==> src/rtl/move_resolver_if.sv <==
// Request/result handshake bundle between the battle controller and move_resolver.
// The slave modport is the resolver side; master is the controller/consumer side.
interface move_resolver_if;
  logic       req;
  logic [1:0] move_sel;
  logic       attacker;
  logic       ready;
  logic       res_valid;
  logic       res_ack;
  logic       res_hit;
  logic [3:0] res_dmg;
  logic [3:0] res_accu;
  logic [3:0] res_roll;
  logic       res_target;
  logic       res_crit;

  modport master (
    output req, move_sel, attacker, res_ack,
    input  ready, res_valid, res_hit, res_dmg, res_accu, res_roll, res_target, res_crit
  );

  modport slave (
    input  req, move_sel, attacker, res_ack,
    output ready, res_valid, res_hit, res_dmg, res_accu, res_roll, res_target, res_crit
  );
endinterface

==> src/rtl/move_resolver.sv <==
// Resolves one attack: latches move/attacker, rolls accuracy from a free-running Galois LFSR,
// and returns hit/damage over a valid/ack handshake. Optional critical hits: CRIT_HIT_EN.
module move_resolver #(
  parameter logic [7:0]  LFSR_SEED  = 8'hA5,
  parameter logic [31:0] MOVE_TABLE = 32'hF4B65900
) (
  input logic            clk,
  input logic            reset_n,
  move_resolver_if.slave bus
);

  typedef enum logic [1:0] {StIdle, StRoll, StResolve, StDone} state_e;

  // An all-zero seed would lock the LFSR at zero.
  localparam logic [7:0] SeedInit = (LFSR_SEED == 8'h00) ? 8'h01 : LFSR_SEED;

  state_e     state_q, state_d;
  logic [7:0] lfsr_q;
  logic [1:0] move_q;
  logic       attacker_q;
  logic [3:0] roll_q, accu_q, dmg_q;
  logic [7:0] entry;
  logic       hit;
  logic [3:0] dmg_eff;

  logic       res_hit_q, res_target_q;
  logic [3:0] res_dmg_q, res_accu_q, res_roll_q;

  always_ff @(posedge clk or negedge reset_n) begin
    if (!reset_n) begin
      lfsr_q <= SeedInit;
    end else begin
      lfsr_q <= {1'b0, lfsr_q[7:1]} ^ (lfsr_q[0] ? 8'hB8 : 8'h00);
    end
  end

  always_ff @(posedge clk or negedge reset_n) begin
    if (!reset_n) begin
      state_q <= StIdle;
    end else begin
      state_q <= state_d;
    end
  end

  always_comb begin
    state_d = state_q;
    unique case (state_q)
      StIdle:    if (bus.req) state_d = StRoll;
      StRoll:    state_d = StResolve;
      StResolve: state_d = StDone;
      StDone:    if (bus.res_ack) state_d = StIdle;
      default:   state_d = StIdle;
    endcase
  end

  assign entry = MOVE_TABLE[{move_q, 3'b000} +: 8];

`ifdef CRIT_HIT_EN
  logic [3:0] hi_q;
  logic       crit;
  logic [4:0] dmg_x2;
  logic       res_crit_q;

  always_comb begin
    hit    = (roll_q <= accu_q);
    crit   = hit & (hi_q == 4'hF);
    dmg_x2 = {dmg_q, 1'b0};
    if (crit) begin
      dmg_eff = dmg_x2[4] ? 4'hF : dmg_x2[3:0];
    end else begin
      dmg_eff = hit ? dmg_q : 4'h0;
    end
  end

  always_ff @(posedge clk or negedge reset_n) begin
    if (!reset_n) begin
      hi_q       <= 4'h0;
      res_crit_q <= 1'b0;
    end else begin
      if (state_q == StRoll)    hi_q       <= lfsr_q[7:4];
      if (state_q == StResolve) res_crit_q <= crit;
    end
  end

  assign bus.res_crit = res_crit_q;
`else
  always_comb begin
    hit     = (roll_q <= accu_q);
    dmg_eff = hit ? dmg_q : 4'h0;
  end

  assign bus.res_crit = 1'b0;
`endif

  always_ff @(posedge clk or negedge reset_n) begin
    if (!reset_n) begin
      move_q       <= 2'd0;
      attacker_q   <= 1'b0;
      roll_q       <= 4'h0;
      accu_q       <= 4'h0;
      dmg_q        <= 4'h0;
      res_hit_q    <= 1'b0;
      res_dmg_q    <= 4'h0;
      res_accu_q   <= 4'h0;
      res_roll_q   <= 4'h0;
      res_target_q <= 1'b0;
    end else begin
      if (state_q == StIdle && bus.req) begin
        move_q     <= bus.move_sel;
        attacker_q <= bus.attacker;
      end
      if (state_q == StRoll) begin
        roll_q <= lfsr_q[3:0];
        accu_q <= entry[7:4];
        dmg_q  <= entry[3:0];
      end
      // Result fields persist after the ack until the next resolution overwrites them.
      if (state_q == StResolve) begin
        res_hit_q    <= hit;
        res_dmg_q    <= dmg_eff;
        res_accu_q   <= accu_q;
        res_roll_q   <= roll_q;
        res_target_q <= ~attacker_q;
      end
    end
  end

  assign bus.ready      = (state_q == StIdle);
  assign bus.res_valid  = (state_q == StDone);
  assign bus.res_hit    = res_hit_q;
  assign bus.res_dmg    = res_dmg_q;
  assign bus.res_accu   = res_accu_q;
  assign bus.res_roll   = res_roll_q;
  assign bus.res_target = res_target_q;

endmodule

==> src/flat_wrapper.sv <==
// flat-port wrapper written by rule: the top's interface ports become plain ports
module move_resolver_flat 
#(
  parameter logic [7:0]  LFSR_SEED  = 8'hA5,
  parameter logic [31:0] MOVE_TABLE = 32'hF4B65900
)
  (clk, reset_n, bus_req, bus_move_sel, bus_attacker, bus_res_ack, bus_ready, bus_res_valid, bus_res_hit, bus_res_dmg, bus_res_accu, bus_res_roll, bus_res_target, bus_res_crit);
  move_resolver_if bus_i ();
  input logic clk;
  input logic reset_n;
  input wire logic [$bits(bus_i.req)-1:0] bus_req;
  input wire logic [$bits(bus_i.move_sel)-1:0] bus_move_sel;
  input wire logic [$bits(bus_i.attacker)-1:0] bus_attacker;
  input wire logic [$bits(bus_i.res_ack)-1:0] bus_res_ack;
  output wire logic [$bits(bus_i.ready)-1:0] bus_ready;
  output wire logic [$bits(bus_i.res_valid)-1:0] bus_res_valid;
  output wire logic [$bits(bus_i.res_hit)-1:0] bus_res_hit;
  output wire logic [$bits(bus_i.res_dmg)-1:0] bus_res_dmg;
  output wire logic [$bits(bus_i.res_accu)-1:0] bus_res_accu;
  output wire logic [$bits(bus_i.res_roll)-1:0] bus_res_roll;
  output wire logic [$bits(bus_i.res_target)-1:0] bus_res_target;
  output wire logic [$bits(bus_i.res_crit)-1:0] bus_res_crit;
  assign bus_i.req = bus_req;
  assign bus_i.move_sel = bus_move_sel;
  assign bus_i.attacker = bus_attacker;
  assign bus_i.res_ack = bus_res_ack;
  assign bus_ready = bus_i.ready;
  assign bus_res_valid = bus_i.res_valid;
  assign bus_res_hit = bus_i.res_hit;
  assign bus_res_dmg = bus_i.res_dmg;
  assign bus_res_accu = bus_i.res_accu;
  assign bus_res_roll = bus_i.res_roll;
  assign bus_res_target = bus_i.res_target;
  assign bus_res_crit = bus_i.res_crit;
  move_resolver #(.LFSR_SEED(LFSR_SEED), .MOVE_TABLE(MOVE_TABLE)) u_core (.clk(clk), .reset_n(reset_n), .bus(bus_i));
endmodule
==> config.mk <==
export PLATFORM = sky130hd
export DESIGN_NAME = move_resolver_flat
export DESIGN_NICKNAME = d
export VERILOG_FILES = /design/src/rtl/move_resolver_if.sv /design/src/rtl/move_resolver.sv /design/src/flat_wrapper.sv
export SDC_FILE = /design/constraint.sdc
export NUM_CORES = 1
export LEC_CHECK = 0
export ABC_CLOCK_PERIOD_IN_PS = 3500
export BUFFER_PORTS_ARGS = -buffer_cell sky130_fd_sc_hd__buf_2
export CAP_MARGIN = 5
export CELL_PAD_IN_SITES_DETAIL_PLACEMENT = 1
export CELL_PAD_IN_SITES_GLOBAL_PLACEMENT = 1
export CORE_ASPECT_RATIO = 0.75
export CORE_UTILIZATION = 40
export CTS_CLUSTER_SIZE = 28
export DETAILED_ROUTE_END_ITERATION = 6
export PLACE_DENSITY = 0.79
export SLEW_MARGIN = 20
export SYNTH_ARGS = -nofsm -noshare
export SYNTH_HDL_FRONTEND = slang
export SYNTH_SLANG_ARGS = --single-unit
export TNS_END_PERCENT = 100
==> constraint.sdc <==
create_clock -name clk -period 3.5 [get_ports clk]
set_input_delay 0.35 -clock clk [delete_from_list [all_inputs] [get_ports clk]]
set_output_delay 0.35 -clock clk [all_outputs]
set_load 0.02 [all_outputs]
# Word level (Yosys, flattened, before mapping)

Index checks and enable logic that the tools add are counted.

Flip-flop bits (word level): 39
Input port bits: 7

Multiplexer cells: 5
Bitwise logic cells: 2
Equal/unequal tests: 5
$lt $le $gt $ge: 1
Shift operators: 1
Reductions and logical operators: 3

Operator list:

| kind                                                      | number |
|---|---|
| indexed part select 32 x 6 -> 8 bit, first input constant | 1 |
| two-way mux 8 bit                                         | 1 |
| case mux 2 bit (4 select lines)                           | 1 |
| bitwise XOR 7 x 8 -> 8 bit                                | 1 |
| == test 2 bit, second input constant                      | 2 |
| <= comparator 4 bit                                       | 1 |
| two-way mux 2 bit                                         | 2 |
| two-way mux 4 bit                                         | 1 |
| inequality test 2 bit, second input constant              | 2 |
| == test 2 x 1 -> 1 bit, second input constant             | 1 |
| logical NOT 2 bit                                         | 1 |
| AND reduction 2 bit                                       | 1 |
| logical AND 1 bit                                         | 1 |
| inverter 1 bit                                            | 1 |

# Logic depth before layout (Yosys ltp)

Gate-level depths: netlist of the first run.

Depth after elaboration: 3
Gate-level depth with buffers: 6

# Least setup slack after synthesis of the first run

Ideal clock, no wire load.

Path type: register to register
Start: register u_core.state_q[0]
End: register u_core.state_q[1]
Library setup time: 125 ps
Path slack: 2,048 ps
Path buffers: 0
Stages on the path, launching flop included: 6
Required time: 3,375 ps
Arrival: 1,327 ps
Path through: dfrtp_1 -> inv_1 -> ha_1 -> inv_1 -> o22ai_2 -> mux2_2

Longest elaborated chain between the ends: 3
Elaborated cells on any way between the ends: 8

RTL lines:

| element                                | line                | RTL |
|---|---|---|
| from (decl)                            | move_resolver.sv:17 | `state_e state_q, state_d;` |
| from (signal assigned)                 | move_resolver.sv:39 | `state_q <= StIdle;` |
| from (signal assigned)                 | move_resolver.sv:41 | `state_q <= state_d;` |
| logical NOT 2 bit (*)                  | n/a                 |  |
| via bus_ready                          | flat_wrapper.sv:15  | `output wire logic [$bits(bus_i.ready)-1:0] bus_ready;` |
| inequality test 2 bit (no source line) | n/a                 |  |
| AND reduction 2 bit (no source line)   | n/a                 |  |

Mark *: on every way through the listed nets, which the timed path passes. The rest lies on a longest branch.
A chain may end at the register's enable or synchronous reset.

# Final worst setup path of the first run

Start: register u_core.state_q[0]
End: register u_core.res_accu_q[2] (netlist: u_core.bus.res_accu[2])

Longest elaborated chain between the ends: 1

RTL lines:

| element              | line                 | RTL |
|---|---|---|
| == test 2 bit        | move_resolver.sv:118 | `if (state_q == StResolve) begin` |
| to (signal assigned) | move_resolver.sv:121 | `res_accu_q <= accu_q;` |
| to (decl)            | move_resolver.sv:27  | `logic [3:0] res_dmg_q, res_accu_q, res_roll_q;` |

Every way passes these cells.

==> results.sh, run 1 <==
export IMPL_outcome="complete, no violations"
export IMPL_ios=24
export IMPL_tightestPinTransition_ps=822
export IMPL_nFillCells=361
export IMPL_postCtsHoldBufs=0
export IMPL_p_leak_nw=0.855
export IMPL_final_max_slew_viol_count=0
export IMPL_final_common_cell="dfrtp_1"
export IMPL_drt_vias_per_instance=4.73
export IMPL_die_h_um=54.7
export IMPL_end_kind="flip-flop"
export IMPL_slew_headroom_pct=45.2
export IMPL_r2r_start="u_core.state_q[0]"
export IMPL_ys_async_sr_fraction_pct=100
export IMPL_nets=153
export IMPL_min_period_ps=1790
export IMPL_cp_arrival_ps=1950
export IMPL_cp_top_family="adder cells"
export IMPL_die_w_um=72.3
export IMPL_final_hold_violation_count=0
export IMPL_period_share_pct=51.3
export IMPL_drtIter0Drc=52
export IMPL_wl_per_cell_um=14.5
export IMPL_drtAntennaViolNets=0
export IMPL_antenna_found_initial=0
export IMPL_critical_path_buf_inv_count=1
export IMPL_via_count=889
export IMPL_yosysWarnings=0
export IMPL_numCtsBuffers=5
export IMPL_ctsResizeCount=0
export IMPL_synthCells=114
export IMPL_start_util_pct=43.6
export IMPL_power_density_mw_per_mm2=828
export IMPL_clk_path_buf_depth=2
export IMPL_clockRootBuffer="clkbuf_8"
export IMPL_critPathKind="flip-flop to flip-flop"
export IMPL_post_cts_buffers=0
export IMPL_final_cell_mix="dfrtp_1, buf_2, mux2_2"
export IMPL_drive_gt1_share_pct=38.4
export IMPL_grt_overflow=0
export IMPL_final_setup_tns_ps=0
export IMPL_grt_total_usage_pct=16.5
export IMPL_ys_flop_type="dfrtp_1"
export IMPL_cts_sinks=34
export IMPL_max_stage_delay_ps=720
export IMPL_crit_path_top_delay_cell="ha_1"
export IMPL_drc=0
export IMPL_syn_nets=130
export IMPL_area_delta_synth_final_pct=14.9
export IMPL_crit_path_start_kind="flip-flop"
export IMPL_path_clk_slew_ps=70
export IMPL_syn_area_per_cell_um2=13.0
export IMPL_grt_pass1_wl_um=4660
export IMPL_synth_distinct_cells=25
export IMPL_hp_class="primary input to async pin"
export IMPL_syn_cell_area_mm2=0.00148
export IMPL_grt_pass1_vias=978
export IMPL_reg2regPathDepth=3
export IMPL_multi_input_area_um2=542
export IMPL_utilization_pct=50.1
export IMPL_reg2reg_to="u_core.bus.res_accu[2]"
export IMPL_rows=18
export IMPL_path_cells="inv_1, ha_1, mux2_2"
export IMPL_cts_max_level=2
export IMPL_final_setup_viol_count=0
export IMPL_clock_latency_ps=280
export IMPL_ff_latch_area_um2=856
export IMPL_core_mm2=0.00340
export IMPL_cts_tree="built"
export IMPL_peakVddDrop_mv=0.311
export IMPL_dieArea_mm2=0.00395
export IMPL_path_depth=3
export IMPL_num_antenna_cells=0
export IMPL_drt_wl_total_um=2730
export IMPL_path_max_fanout=20
export IMPL_cap_violations=0
export IMPL_yosysSeqAreaShare_pct=57.8
export IMPL_max_clock_freq_ghz=0.557
export IMPL_first_pass_iters=4
export IMPL_cp_required_ps=3660
export IMPL_rsz0062_at_grt="false"
export IMPL_r2r_slack_ps=1710
export IMPL_dp_hpwl_um=1930
export IMPL_numPortBuffers=22
export IMPL_ys_seq_elements=34
export IMPL_synth_edf_count=0
export IMPL_grt_max_degree=35
export IMPL_gp_congestion=0.760
export IMPL_skew_ps=8.52
-- layer usage --
layer | part of all wire (%) | global-route usage [%]
met3 | 4.5 | 6.63
met5 | 0 | 0
met1 | 49 | 20.7
met2 | 46 | 25.7
met4 | 0.99 | 6.54
-- logic make-up after synthesis --
group,after synthesis,share of synthesized area [%]
flops,34,57.8
fa+ha+maj,9,7.60
simple gates,18,7.01
xor+xnor,3,1.77
other cells,1,0.253
compound gates,16,7.26
mux,17,12.7
buf+inv,16,5.66
-- worst max path at each step --
| stage | start | end | slack (ps) |
|---|---|---|---|
| 5_1_grt | u_core.state_q[0] | u_core.bus.res_dmg[0] | 1490 |
| 3_5_place_dp | u_core.state_q[0] | u_core.bus.res_accu[2] | 1730 |
| 3_3_place_gp | u_core.state_q[0] | u_core.bus.res_accu[1] | 1820 |
| 6_report | u_core.state_q[0] | u_core.bus.res_accu[2] | 1710 |
| 4_1_cts | u_core.state_q[0] | u_core.bus.res_accu[2] | 1690 |
| 2_1_floorplan | u_core.state_q[0] | u_core.state_q[1] | 2050 |
-- final cells by class --
class                      count  share of cell area [%]
timing repair buffer          22                    6.47
sequential                    34                    50.3
clock inverter                 2                   0.735
tap                           50                    3.67
inverter                      10                    2.20
multi-input combinational     64                    31.8
clock buffer                   6                    4.85
-- metrics by stage --
stage	instance area [µm²]	setup WS, ps	power (mW)	hold slack (ps)	std cells
2_1_floorplan	1480	2050	0.996	54.4	114
3_3_place_gp	1610	1820	1.08	355	180
3_5_place_dp	1610	1730	1.13	371	180
4_1_cts	1700	1690	1.43	159	188
5_1_grt	1700	1490	1.52	184	188
6_report	1700	1710	1.41	132	188
-- sequential cells by signal, indices dropped and copies added (netlist names), 2 cells and up --
signal	cells
u_core.dmg_q	3
u_core.roll_q	4
u_core.accu_q	2
u_core.state_q	2
u_core.bus.res_dmg	3
u_core.bus.res_accu	3
u_core.bus.res_roll	4
u_core.lfsr_q	8
u_core.move_q	2
-- Yosys cell counts (4+ instances only) --
| cell | number | area (µm²) |
|---|---|---|
| inv_1 | 10 | 37.5 |
| nand2_1 | 5 | 18.8 |
| dfstp_2 | 4 | 105 |
| o21ai_1 | 4 | 20.0 |
| ha_1 | 9 | 113 |
| o21ai_0 | 5 | 25.0 |
| mux2_2 | 14 | 158 |
| dfrtp_1 | 30 | 751 |
| buf_4 | 4 | 30.0 |
-- power breakdown --
| part | switching (mW) | internal, mW |
|---|---|---|
| Clock | 0.138 | 0.158 |
| Combinational | 0.317 | 0.229 |
| Sequential | 0.0733 | 0.493 |
| Total | 0.529 | 0.880 |
Note: power is estimated with default switching activity, not from simulation.
==> inputs of run 2 (changes only) <==
--- a/config.mk
+++ b/config.mk
@@ -5,7 +5,7 @@
 export SDC_FILE = /design/constraint.sdc
 export NUM_CORES = 1
 export LEC_CHECK = 0
-export ABC_CLOCK_PERIOD_IN_PS = 3500
+export ABC_CLOCK_PERIOD_IN_PS = 1620
 export BUFFER_PORTS_ARGS = -buffer_cell sky130_fd_sc_hd__buf_2
 export CAP_MARGIN = 5
 export CELL_PAD_IN_SITES_DETAIL_PLACEMENT = 1
@@ -14,7 +14,7 @@
 export CORE_UTILIZATION = 40
 export CTS_CLUSTER_SIZE = 28
 export DETAILED_ROUTE_END_ITERATION = 6
-export PLACE_DENSITY = 0.79
+export PLACE_DENSITY = 0.82
 export SLEW_MARGIN = 20
 export SYNTH_ARGS = -nofsm -noshare
 export SYNTH_HDL_FRONTEND = slang
==> constraint.sdc (replaced) <==
create_clock -name clk -period 1.62 [get_ports clk]
set_input_delay 0.162 -clock clk [delete_from_list [all_inputs] [get_ports clk]]
set_output_delay 0.162 -clock clk [all_outputs]
set_load 0.02 [all_outputs]
==> run 2 against run 1 <==
  * Global-route usage up 1.4 points
  * Register-to-register slack worse by 1500 ps
  * Final cell count up 1.6%
  * Design area up 1.5%
  * Die area unchanged
  * First-iteration DRC count down 60%
  * Clock power up 99%
  * Setup slack worse by 1500 ps
  * Sequential power up 120%
  * Flip-flop and latch count unchanged
  * Utilization up 0.74 points
  * Wire length up 7.2%
  * Largest cell class unchanged
  * Largest power group is now combinational logic
==> results.sh, run 2 (synthesis results as in run 1) <==
export IMPL_ios=24
export IMPL_start_util_pct=43.6
export IMPL_cap_violations=0
export IMPL_nFillCells=354
export IMPL_period_share_pct=88.7
export IMPL_grt_use_met1_pct=19.4
export IMPL_busiest_layer="met2"
export IMPL_antenna_found_initial=0
export IMPL_wl_per_cell_um=15.3
export IMPL_final_hold_violation_count=0
export IMPL_drt_wl_total_um=2930
export IMPL_power_density_mw_per_mm2=1780
export IMPL_fin_area_mm2=0.00173
export IMPL_cp_required_ps=1790
export IMPL_cp_arrival_ps=1610
export IMPL_end_kind="flip-flop"
export IMPL_cp_top_family="flip-flops"
export IMPL_outcome="complete, no violations"
export IMPL_post_cts_buffers=0
export IMPL_nets=156
export IMPL_numPortBuffers=22
export IMPL_pre_cts_ws_ps=200
export IMPL_crit_path_top_delay_cell="dfrtp_1"
export IMPL_drtAntennaViolNets=0
export IMPL_drc=0
export IMPL_critical_path_buf_inv_count=1
export IMPL_regMostFlops="u_core.lfsr_q"
export IMPL_hold_ws_ps=98.4
export IMPL_peakVddDrop_mv=0.881
export IMPL_ff_latch_area_um2=856
export IMPL_cts_tree="built"
export IMPL_utilization_pct=50.8
export IMPL_rows=18
export IMPL_numCtsBuffers=5
export IMPL_multi_input_area_um2=542
export IMPL_slew_headroom_pct=51.1
export IMPL_final_common_cell="dfrtp_1"
export IMPL_crit_path_start_kind="flip-flop"
export IMPL_max_clock_freq_ghz=0.696
export IMPL_first_pass_iters=2
export IMPL_drt_vias_per_instance=4.77
export IMPL_final_max_slew_viol_count=0
export IMPL_via_count=912
export IMPL_grt_total_usage_pct=17.9
export IMPL_grt_use_met2_pct=30.8
export IMPL_drtIter0Drc=21
export IMPL_final_cells=191
export IMPL_met3_usage_pct=8.29
export IMPL_hp_class="primary input to flip-flop"
export IMPL_dieArea_mm2=0.00395
export IMPL_fin_total_pwr_mw=3.08
export IMPL_grt_pass1_vias=977
export IMPL_rsz0062_at_grt="false"
export IMPL_largest_reg_flops=8
export IMPL_cts_max_level=2
export IMPL_area_delta_synth_final_pct=16.6
export IMPL_grt_overflow=0
export IMPL_die_w_um=72.3
export IMPL_path_clk_slew_ps=70
export IMPL_max_stage_delay_ps=390
export IMPL_gp_congestion=0.815
export IMPL_core_mm2=0.00340
export IMPL_ctsResizeCount=0
export IMPL_tightestPinTransition_ps=734
export IMPL_num_antenna_cells=0
export IMPL_skew_ps=6.23
export IMPL_cts_sinks=34
export IMPL_dp_hpwl_um=2150
export IMPL_p_leak_nw=0.870
export IMPL_min_period_ps=1440
export IMPL_path_cells="inv_1, ha_1, and4_4, a31oi_1, o21ai_1"
export IMPL_postCtsHoldBufs=1
export IMPL_final_setup_tns_ps=0
export IMPL_grt_pass1_wl_um=4710
export IMPL_fin_ws_ps=182
export IMPL_final_setup_viol_count=0
export IMPL_drive_gt1_share_pct=38.3
export IMPL_placed_cells=182
export IMPL_die_h_um=54.7
export IMPL_clockRootBuffer="clkbuf_8"
export IMPL_path_max_fanout=4
export IMPL_clk_path_buf_depth=2
export IMPL_clock_latency_ps=290
export IMPL_final_cell_mix="dfrtp_1, buf_2, mux2_2"
export IMPL_critPathKind="flip-flop to flip-flop"
export IMPL_grt_max_degree=35
export IMPL_place_area_mm2=0.00164
[run 2: cell types whose count changed in the layout (fill, tap and decap cells not counted)]
cell           previous run  this run
clkinvlp_4                1         0
clkbuf_8                  6         5
buf_12                    0         1
buf_4                     0         1
clkinv_2                  1         2
clkbuf_1                  0         1
dlygate4sd3_1             0         1
[run 2: path summary, 6_finish.rpt]
| check | from | to | slack (ps) | cells past startpoint |
|---|---|---|---|---|
| min in group asynchronous | reset_n | u_core.accu_q[2] | 470 | 2 |
| max in group asynchronous | reset_n | u_core.lfsr_q[6] | 670 | 2 |
| max reg2reg | u_core.dmg_q[2] | u_core.bus.res_dmg[2] | 180 | 5 |
| min | bus_attacker | u_core.attacker_q | 100 | 2 |
| max | u_core.dmg_q[2] | u_core.bus.res_dmg[2] | 180 | 5 |
| min reg2reg | u_core.lfsr_q[3] | u_core.lfsr_q[2] | 390 | 0 |
[run 2: area by class of cell]
type	count	area share, %
multi-input combinational	64	31.4
clock inverter	2	0.579
timing repair buffer	25	8.54
inverter	10	2.17
tap	50	3.62
sequential	34	49.5
clock buffer	6	4.20
[run 2: per-layer routing]
metal	wire length (µm)	vias up	part of all wire (%)
li1	-	427	-
met2	1470	24	50
met4	65	0	2.2
met5	0	-	0
met3	128	5	4.4
met1	1260	456	43
[run 2: power breakdown]
| part | switching [mW] | leakage (nW) | internal, mW |
|---|---|---|---|
| clock | 0.293 | 0.0450 | 0.297 |
| combinational | 0.717 | 0.399 | 0.555 |
| sequential | 0.155 | 0.427 | 1.07 |
